File: src/rtl/uart_rcv.sv
// ---------------------------------------------------------------------------
// uart_rcv -- 8N1 asynchronous serial receiver
//
// Purpose:
//   Receives LSB-first frames (1 start, 8 data, 1 stop, no parity) on an
//   asynchronous line. The line is brought into the clk domain through a
//   two-flop synchronizer. A start is recognised on a falling edge of the
//   synchronized line. Each bit is then sampled at its middle, using a
//   down-counter that is first loaded with half a bit period and afterwards
//   with a full bit period.
//
// Parameters:
//   BAUD_DIV   clk cycles per serial bit (default 2604 = 50 MHz / 19200 baud)
//
// Ports:
//   clk        system clock, all flops on the rising edge
//   rst        synchronous active-high reset
//   RX         asynchronous serial input, idles high
//   clr_rdy    consumer acknowledge; clears rdy
//   rx_data    last received byte (held until the next complete frame)
//   rdy        set when a frame completes; cleared by clr_rdy or a new start
//   frm_err    stop bit of the last frame was sampled low; valid while rdy=1
// ---------------------------------------------------------------------------
module uart_rcv #(
    parameter int BAUD_DIV = 2604
) (
    input  logic       clk,
    input  logic       rst,
    input  logic       RX,
    input  logic       clr_rdy,
    output logic [7:0] rx_data,
    output logic       rdy,
    output logic       frm_err
);

    // -----------------------------------------------------------------------
    // Constants
    // -----------------------------------------------------------------------
    localparam int CNT_W = (BAUD_DIV > 2) ? $clog2(BAUD_DIV) : 2;

    localparam logic [CNT_W-1:0] C_HALF   = CNT_W'(BAUD_DIV / 2);
    localparam logic [CNT_W-1:0] C_RELOAD = CNT_W'(BAUD_DIV - 1);
    localparam logic [CNT_W-1:0] C_ONE    = CNT_W'(1);

    // Sample index of the start bit and of the stop bit (0-based).
    localparam logic [3:0] C_START_IDX = 4'd0;
    localparam logic [3:0] C_STOP_IDX  = 4'd9;

    typedef enum logic {
        S_IDLE    = 1'b0,
        S_RECEIVE = 1'b1
    } state_t;

    // -----------------------------------------------------------------------
    // Registers
    // -----------------------------------------------------------------------
    logic             r_rx_meta;     // first synchronizer stage
    logic             r_rx_s;        // synchronized line (rx_s)
    logic [1:0]       r_sync_fill;   // tracks when r_rx_s holds a real sample
    logic             r_rx_prev;     // previous real sample, 0 until line seen high

    state_t           r_state;
    logic [CNT_W-1:0] r_baud_cnt;
    logic [3:0]       r_bit_cnt;
    logic [8:0]       r_shift;

    logic [7:0]       r_rx_data;
    logic             r_rdy;
    logic             r_frm_err;

    // -----------------------------------------------------------------------
    // Combinational decode
    // -----------------------------------------------------------------------
    state_t           w_state_nxt;
    logic             w_start;       // falling edge seen while idle
    logic             w_sample;      // mid-bit sample point
    logic             w_false_start; // start bit read back high -> abandon
    logic             w_frame_done;  // stop bit sampled

    // -----------------------------------------------------------------------
    // Input synchronizer and edge-detect history
    //
    // Both stages reset to 1, so for two cycles after reset r_rx_s shows the
    // reset value rather than the line. r_sync_fill marks when the pipeline
    // holds genuine samples. r_rx_prev only records a 1 once the line has
    // really been seen high. With RX held low through reset release, no
    // falling edge can be detected until the line rises and falls again.
    // -----------------------------------------------------------------------
    // NOTE: every clocked block uses non-blocking (<=) assignments so all
    // flops update together from pre-edge values; blocking assignments here
    // would make the result depend on statement and process ordering.
    always_ff @(posedge clk) begin
        // NOTE: reset is synchronous (checked inside the clocked block),
        // so it only takes effect on a rising clk edge.
        if (rst) begin
            r_rx_meta   <= 1'b1;
            r_rx_s      <= 1'b1;
            r_sync_fill <= 2'b00;
            r_rx_prev   <= 1'b0;
        end else begin
            r_rx_meta   <= RX;
            r_rx_s      <= r_rx_meta;
            r_sync_fill <= {r_sync_fill[0], 1'b1};
            r_rx_prev   <= r_sync_fill[1] & r_rx_s;
        end
    end

    // -----------------------------------------------------------------------
    // FSM: state register
    // -----------------------------------------------------------------------
    always_ff @(posedge clk) begin
        if (rst) begin
            r_state <= S_IDLE;
        end else begin
            r_state <= w_state_nxt;
        end
    end

    // -----------------------------------------------------------------------
    // FSM: next state and control strobes
    // -----------------------------------------------------------------------
    // NOTE: every signal written here gets a default first, so no path
    // through the block leaves a value unassigned and no latch is inferred.
    always_comb begin
        w_state_nxt   = r_state;
        w_start       = 1'b0;
        w_sample      = 1'b0;
        w_false_start = 1'b0;
        w_frame_done  = 1'b0;

        case (r_state)
            S_IDLE: begin
                if (r_rx_prev && !r_rx_s) begin
                    w_start     = 1'b1;
                    w_state_nxt = S_RECEIVE;
                end
            end

            S_RECEIVE: begin
                if (r_baud_cnt == '0) begin
                    w_sample = 1'b1;
                    if ((r_bit_cnt == C_START_IDX) && r_rx_s) begin
                        // The low pulse was shorter than half a bit: treat it
                        // as a glitch and go back to idle.
                        w_false_start = 1'b1;
                        w_state_nxt   = S_IDLE;
                    end else if (r_bit_cnt == C_STOP_IDX) begin
                        w_frame_done = 1'b1;
                        w_state_nxt  = S_IDLE;
                    end
                end
            end

            default: begin
                w_state_nxt = S_IDLE;
            end
        endcase
    end

    // -----------------------------------------------------------------------
    // Bit timing and shift register
    //
    // The counter is loaded with half a bit at start detect and counts down
    // to zero. Each sample reloads a full bit, so every sample lands mid-bit.
    // While idle the counter holds its value.
    // Bits enter the shift register at the MSB. When the stop bit is sampled,
    // the register holds {D7..D0, start}, and the byte is r_shift[8:1].
    // -----------------------------------------------------------------------
    always_ff @(posedge clk) begin
        if (rst) begin
            r_baud_cnt <= C_HALF;
            r_bit_cnt  <= 4'd0;
            r_shift    <= 9'd0;
        end else if (w_start) begin
            r_baud_cnt <= C_HALF;
            r_bit_cnt  <= 4'd0;
        end else if (w_sample) begin
            r_baud_cnt <= C_RELOAD;
            r_bit_cnt  <= r_bit_cnt + 4'd1;
            r_shift    <= {r_rx_s, r_shift[8:1]};
        end else if (r_state == S_RECEIVE) begin
            r_baud_cnt <= r_baud_cnt - C_ONE;
        end
    end

    // -----------------------------------------------------------------------
    // Output registers
    //
    // rx_data and frm_err change only when a frame completes, including a
    // frame with a bad stop bit. A false start leaves all outputs untouched.
    // When a frame completes in the same cycle clr_rdy is high, rdy is still
    // set, so the completed byte is never lost.
    // -----------------------------------------------------------------------
    always_ff @(posedge clk) begin
        if (rst) begin
            r_rx_data <= 8'h00;
            r_frm_err <= 1'b0;
            r_rdy     <= 1'b0;
        end else begin
            if (w_frame_done) begin
                r_rx_data <= r_shift[8:1];
                r_frm_err <= ~r_rx_s;
            end

            if (w_frame_done) begin
                r_rdy <= 1'b1;
            end else if (w_start || clr_rdy) begin
                r_rdy <= 1'b0;
            end
        end
    end

    assign rx_data = r_rx_data;
    assign rdy     = r_rdy;
    assign frm_err = r_frm_err;

endmodule

File: config.mk
export PLATFORM = sky130hd
export DESIGN_NAME = uart_rcv
export DESIGN_NICKNAME = d
export VERILOG_FILES = /design/src/rtl/uart_rcv.sv
export SDC_FILE = /design/constraint.sdc
export NUM_CORES = 1
export LEC_CHECK = 0
export CAP_MARGIN = 20
export CORE_MARGIN = 2
export CORE_UTILIZATION = 60
export DETAILED_ROUTE_END_ITERATION = 16
export GPL_TIMING_DRIVEN = 0
export PLACE_DENSITY = 0.82
export SLEW_MARGIN = 20
export SYNTH_ARGS = -nofsm -noshare
export SYNTH_HDL_FRONTEND = slang
export SYNTH_SLANG_ARGS = --single-unit
File: constraint.sdc
create_clock -name clk -period 3.8 [get_ports clk]
set_input_delay 1.14 -clock clk [delete_from_list [all_inputs] [get_ports clk]]
set_output_delay 1.14 -clock clk [all_outputs]
set_load 0.03 [all_outputs]
==> qor.csv <==
stage,metric,value,unit
timing,setup_tns,0,ns
global_routing,met3_usage,6.45,%
global_routing,grt-ovfl-total,0,
route,via_per_inst,5.64,
place,gp_congestion,0.798,
route,drt_wl_total,3030,um
run_status,status,finished clean,
place,place_inst,224,
synthesis,syn_area,1650,um2
cells_and_area,layout-drive-gt1-share,9.95,%
floorplan,die_x,56.4,um
cells_and_area,final_util,70.7,%
power_and_ir_drop,p_clk_share,39.6,%
floorplan,start_util,61.3,%
route,vias,1309,
synthesis,synth_top_family_by_area,simple AND/OR/NAND/NOR gates,
synthesis,synth_seq_cells,40,
timing,drv_slew,0,
global_routing,grt_max_degree,15,
clock_tree,cts_buffer_depth,2,
worst_setup_path,arrival,1.40,ns
global_routing,met1_usage,24.3,%
timing,fin_ws,1.26,ns
synthesis,synth_area_per_cell,9.15,um2
global_routing,grtUsageTotal,21.0,%
min_path,hold_path.class,register to register,
global_routing,use_met2,36.1,%
cells_and_area,area_growth_syn_to_layout,15.3,%
clock_tree,cts_hold_buf,0,
floorplan,die-area,3180,um2
global_routing,grt_pass1_vias,1247,
worst_setup_path,worstSetupStartpointType,register,
route,first_pass_iters,4,
global_routing,grt_pass1_wl,5190,um
worst_setup_path,path_class,register to output port,
clock_tree,ctsResizeCount,0,
power_and_ir_drop,switchingPower,0.000159,W
clock_tree,cts_sinks,40,
synthesis,ys_seq_area_share,48.6,%
timing,max_freq,0.393,GHz
worst_setup_path,cp.required,2.66,ns
clock_tree,cts_made_buffers,5,
timing,worst_pin_slew,0.514,ns
synthesis,syn_nets,188,
place,post-place-ws,1.06,ns
clock_tree,cts_root_buf,clkbuf_4,
route,drc_errors,0,
worst_setup_path,cp_cell_sequence,clkdlybuf4s50_1,
clock_tree,tritoncts,built,
clock_tree,post-cts-setup-buffers,0,
synthesis,yosys.area_share.simple,25.7,%
clock_tree,clk_latency,0.36,ns
timing,rsz0062_at_grt,no,
synthesis,synth.mux.area_fraction,5.47,%
timing,slew_headroom,65.5,%
route,ant_nets,0,
timing,fin_skew,0.0140,ns
worst_setup_path,critPathMaxStageDelay,0.68,ns
job,cap_violations,0,
timing,min_period_over_period,66.9,%
synthesis,synth_compound_area_share,10.2,%
route,drt_iter0_markers,29,
clock_tree,clk_pin_slew,0.13,ns
place,portBuffers,13,
worst_setup_path,crit_family,buffers and inverters,
worst_setup_path,cp_max_fo,2,
synthesis,syn_inst,180,
global_routing,grt_antenna_before_repair,0,
floorplan,ios,14,
cells_and_area,antenna_cells,0,
place,dp_hpwl,2210,um
timing,hold_viol,0,
cells_and_area,finish.net_count,208,
power_and_ir_drop,p_comb_share,2.2,%
power_and_ir_drop,pwr-share-seq,58.1,%
worst_setup_path,critPathBufInv,1,
power_and_ir_drop,vdd_drop_max,0.427,mV
power_and_ir_drop,switching_share,21.9,%
synthesis,synthXorXnorAreaFrac,3.19,%
synthesis,yosys.area_share.adder,3.04,%
global_routing,gr-max-usage-layer,met2,
power_and_ir_drop,p_per_area,383,nW/um2
power_and_ir_drop,p_leak,0.744,nW
floorplan,core_area,2690,um2
worst_setup_path,cp-end-kind,output port,
synthesis,ys_types,38,
synthesis,yosysWarnings,0,
timing,fin_crit,2.54,ns
timing,setup_viol,0,
cells_and_area,stdcell_count,232,
floorplan,die_y,56.4,um
clock_tree,htreeDepth,2,
route,wire_per_inst,13.1,um
floorplan,row_count,19,
power_and_ir_drop,p_int,0.000569,W
worst_setup_path,cpMaxStageDelayCell,clkdlybuf4s50_1,
registers in the layout, indices dropped and copies added, names as in the netlist, 2 cells and up:
| signal | flops |
|---|---|
| r_bit_cnt | 4 |
| r_baud_cnt | 12 |
| r_sync_fill | 2 |
| r_shift | 8 |
| rx_data | 8 |
layout make-up:
| type | count | area (um2) |
|---|---|---|
| Buffer | 8 | 37.5 |
| Clock buffer | 5 | 37.5 |
| Clock inverter | 3 | 46.3 |
| Fill cell | 229 | 786 |
| Inverter | 7 | 26.3 |
| Multi-Input combinational cell | 125 | 783 |
| Sequential cell | 40 | 801 |
| Tap cell | 31 | 38.8 |
| Timing Repair Buffer | 13 | 130 |
worst paths after layout:
path	from	endpoint	slack, ns	cells after the start
worst max register to register	r_baud_cnt[0]	r_shift[8]	1.95	7
worst min-delay path	r_rx_meta	r_rx_s	0.43	1
worst min register to register	r_rx_meta	r_rx_s	0.43	1
worst max-delay path	rx_data[7]	rx_data[7]	1.26	1
synthesized netlist by cell type:
cell type  instances  share of area (%)
and3b_1            2                1.1
nand2b_1           1               0.38
a21oi_1           15                4.6
or4_1              1               0.46
a211oi_1           1               0.46
or3_1              3                1.1
ha_1               4                3.0
nor4b_2            1               0.91
a211o_1            1               0.53
mux2i_1            9                5.5
nor2b_1            3                1.1
nor4_4             1                1.3
nor3b_1            1               0.46
nand2_1           26                5.9
inv_1              7                1.6
xnor2_1            3                1.6
a21boi_0           1               0.46
dfxtp_1           40                 49
nor3_1             1               0.30
and4_1             1               0.53
or2_2              3                1.1
nor2_1            17                3.9
xor2_1             3                1.6
nand4_1            3                1.1
o21ai_0            7                2.1
or3b_2             1               0.53
nand3_1            4                1.2
nor4_1             1               0.38
a31oi_1            3                1.1
nand4_4            1                1.3
buf_4              1               0.46
and3_1             1               0.38
clkbuf_1           4               0.91
o211ai_1           2               0.91
buf_2              3               0.91
nor3_2             1               0.61
nor4bb_1           1               0.61
nand3b_1           2               0.91
power by group through the flow:
| stage | sequential [W] | clock, W | combinational [W] |
|---|---|---|---|
| 2_1_floorplan | 0.000433 | 0 | 0.00000936 |
| 4_1_cts | 0.000424 | 0.000294 | 0.0000162 |
| 3_5_place_dp | 0.000433 | 0 | 0.0000161 |
| 6_report | 0.000424 | 0.000289 | 0.0000162 |
| 3_3_place_gp | 0.000433 | 0 | 0.0000157 |
| 5_1_grt | 0.000424 | 0.000310 | 0.0000181 |
placed cells by master, fill, tap and decap left out, types with 4 or more instances in the layout:
cell type        netlist  final
clkbuf_4               0      5
nand3_1                4      4
clkdlybuf4s50_1        0     13
a21oi_1               15     15
o21ai_0                7      7
dfxtp_1               40     40
nand2_1               26     26
clkbuf_1               4      4
inv_1                  7      7
mux2i_1                9      9
nor2_1                17     17
ha_1                   4      4
layer usage:
metal,wire length (um),part of all wire (%),up-vias
li1,-,-,661
met4,51,1.7,0
met5,0,0,-
met3,131,4.3,6
met2,1470,48,26
met1,1380,45,616
through the flow:
step	instance area [um2]	power [W]	hold slack, ns
2_1_floorplan	1650	0.000442	0.389
3_3_place_gp	1820	0.000449	0.392
3_5_place_dp	1820	0.000449	0.399
4_1_cts	1900	0.000734	0.428
5_1_grt	1900	0.000752	0.448
6_report	1900	0.000729	0.426
logic make-up (layout without fill, tap and decap cells):
logic type	Yosys count	after routing
adders and majority gates	4	4
xor gates and xnor gates	6	6
DFF	40	40
and+or+nand+nor	76	76
AOI/OAI and AO/OA	30	30
buffers and inverters	15	36
muxes	9	9
(Power assumes the default switching activity.)
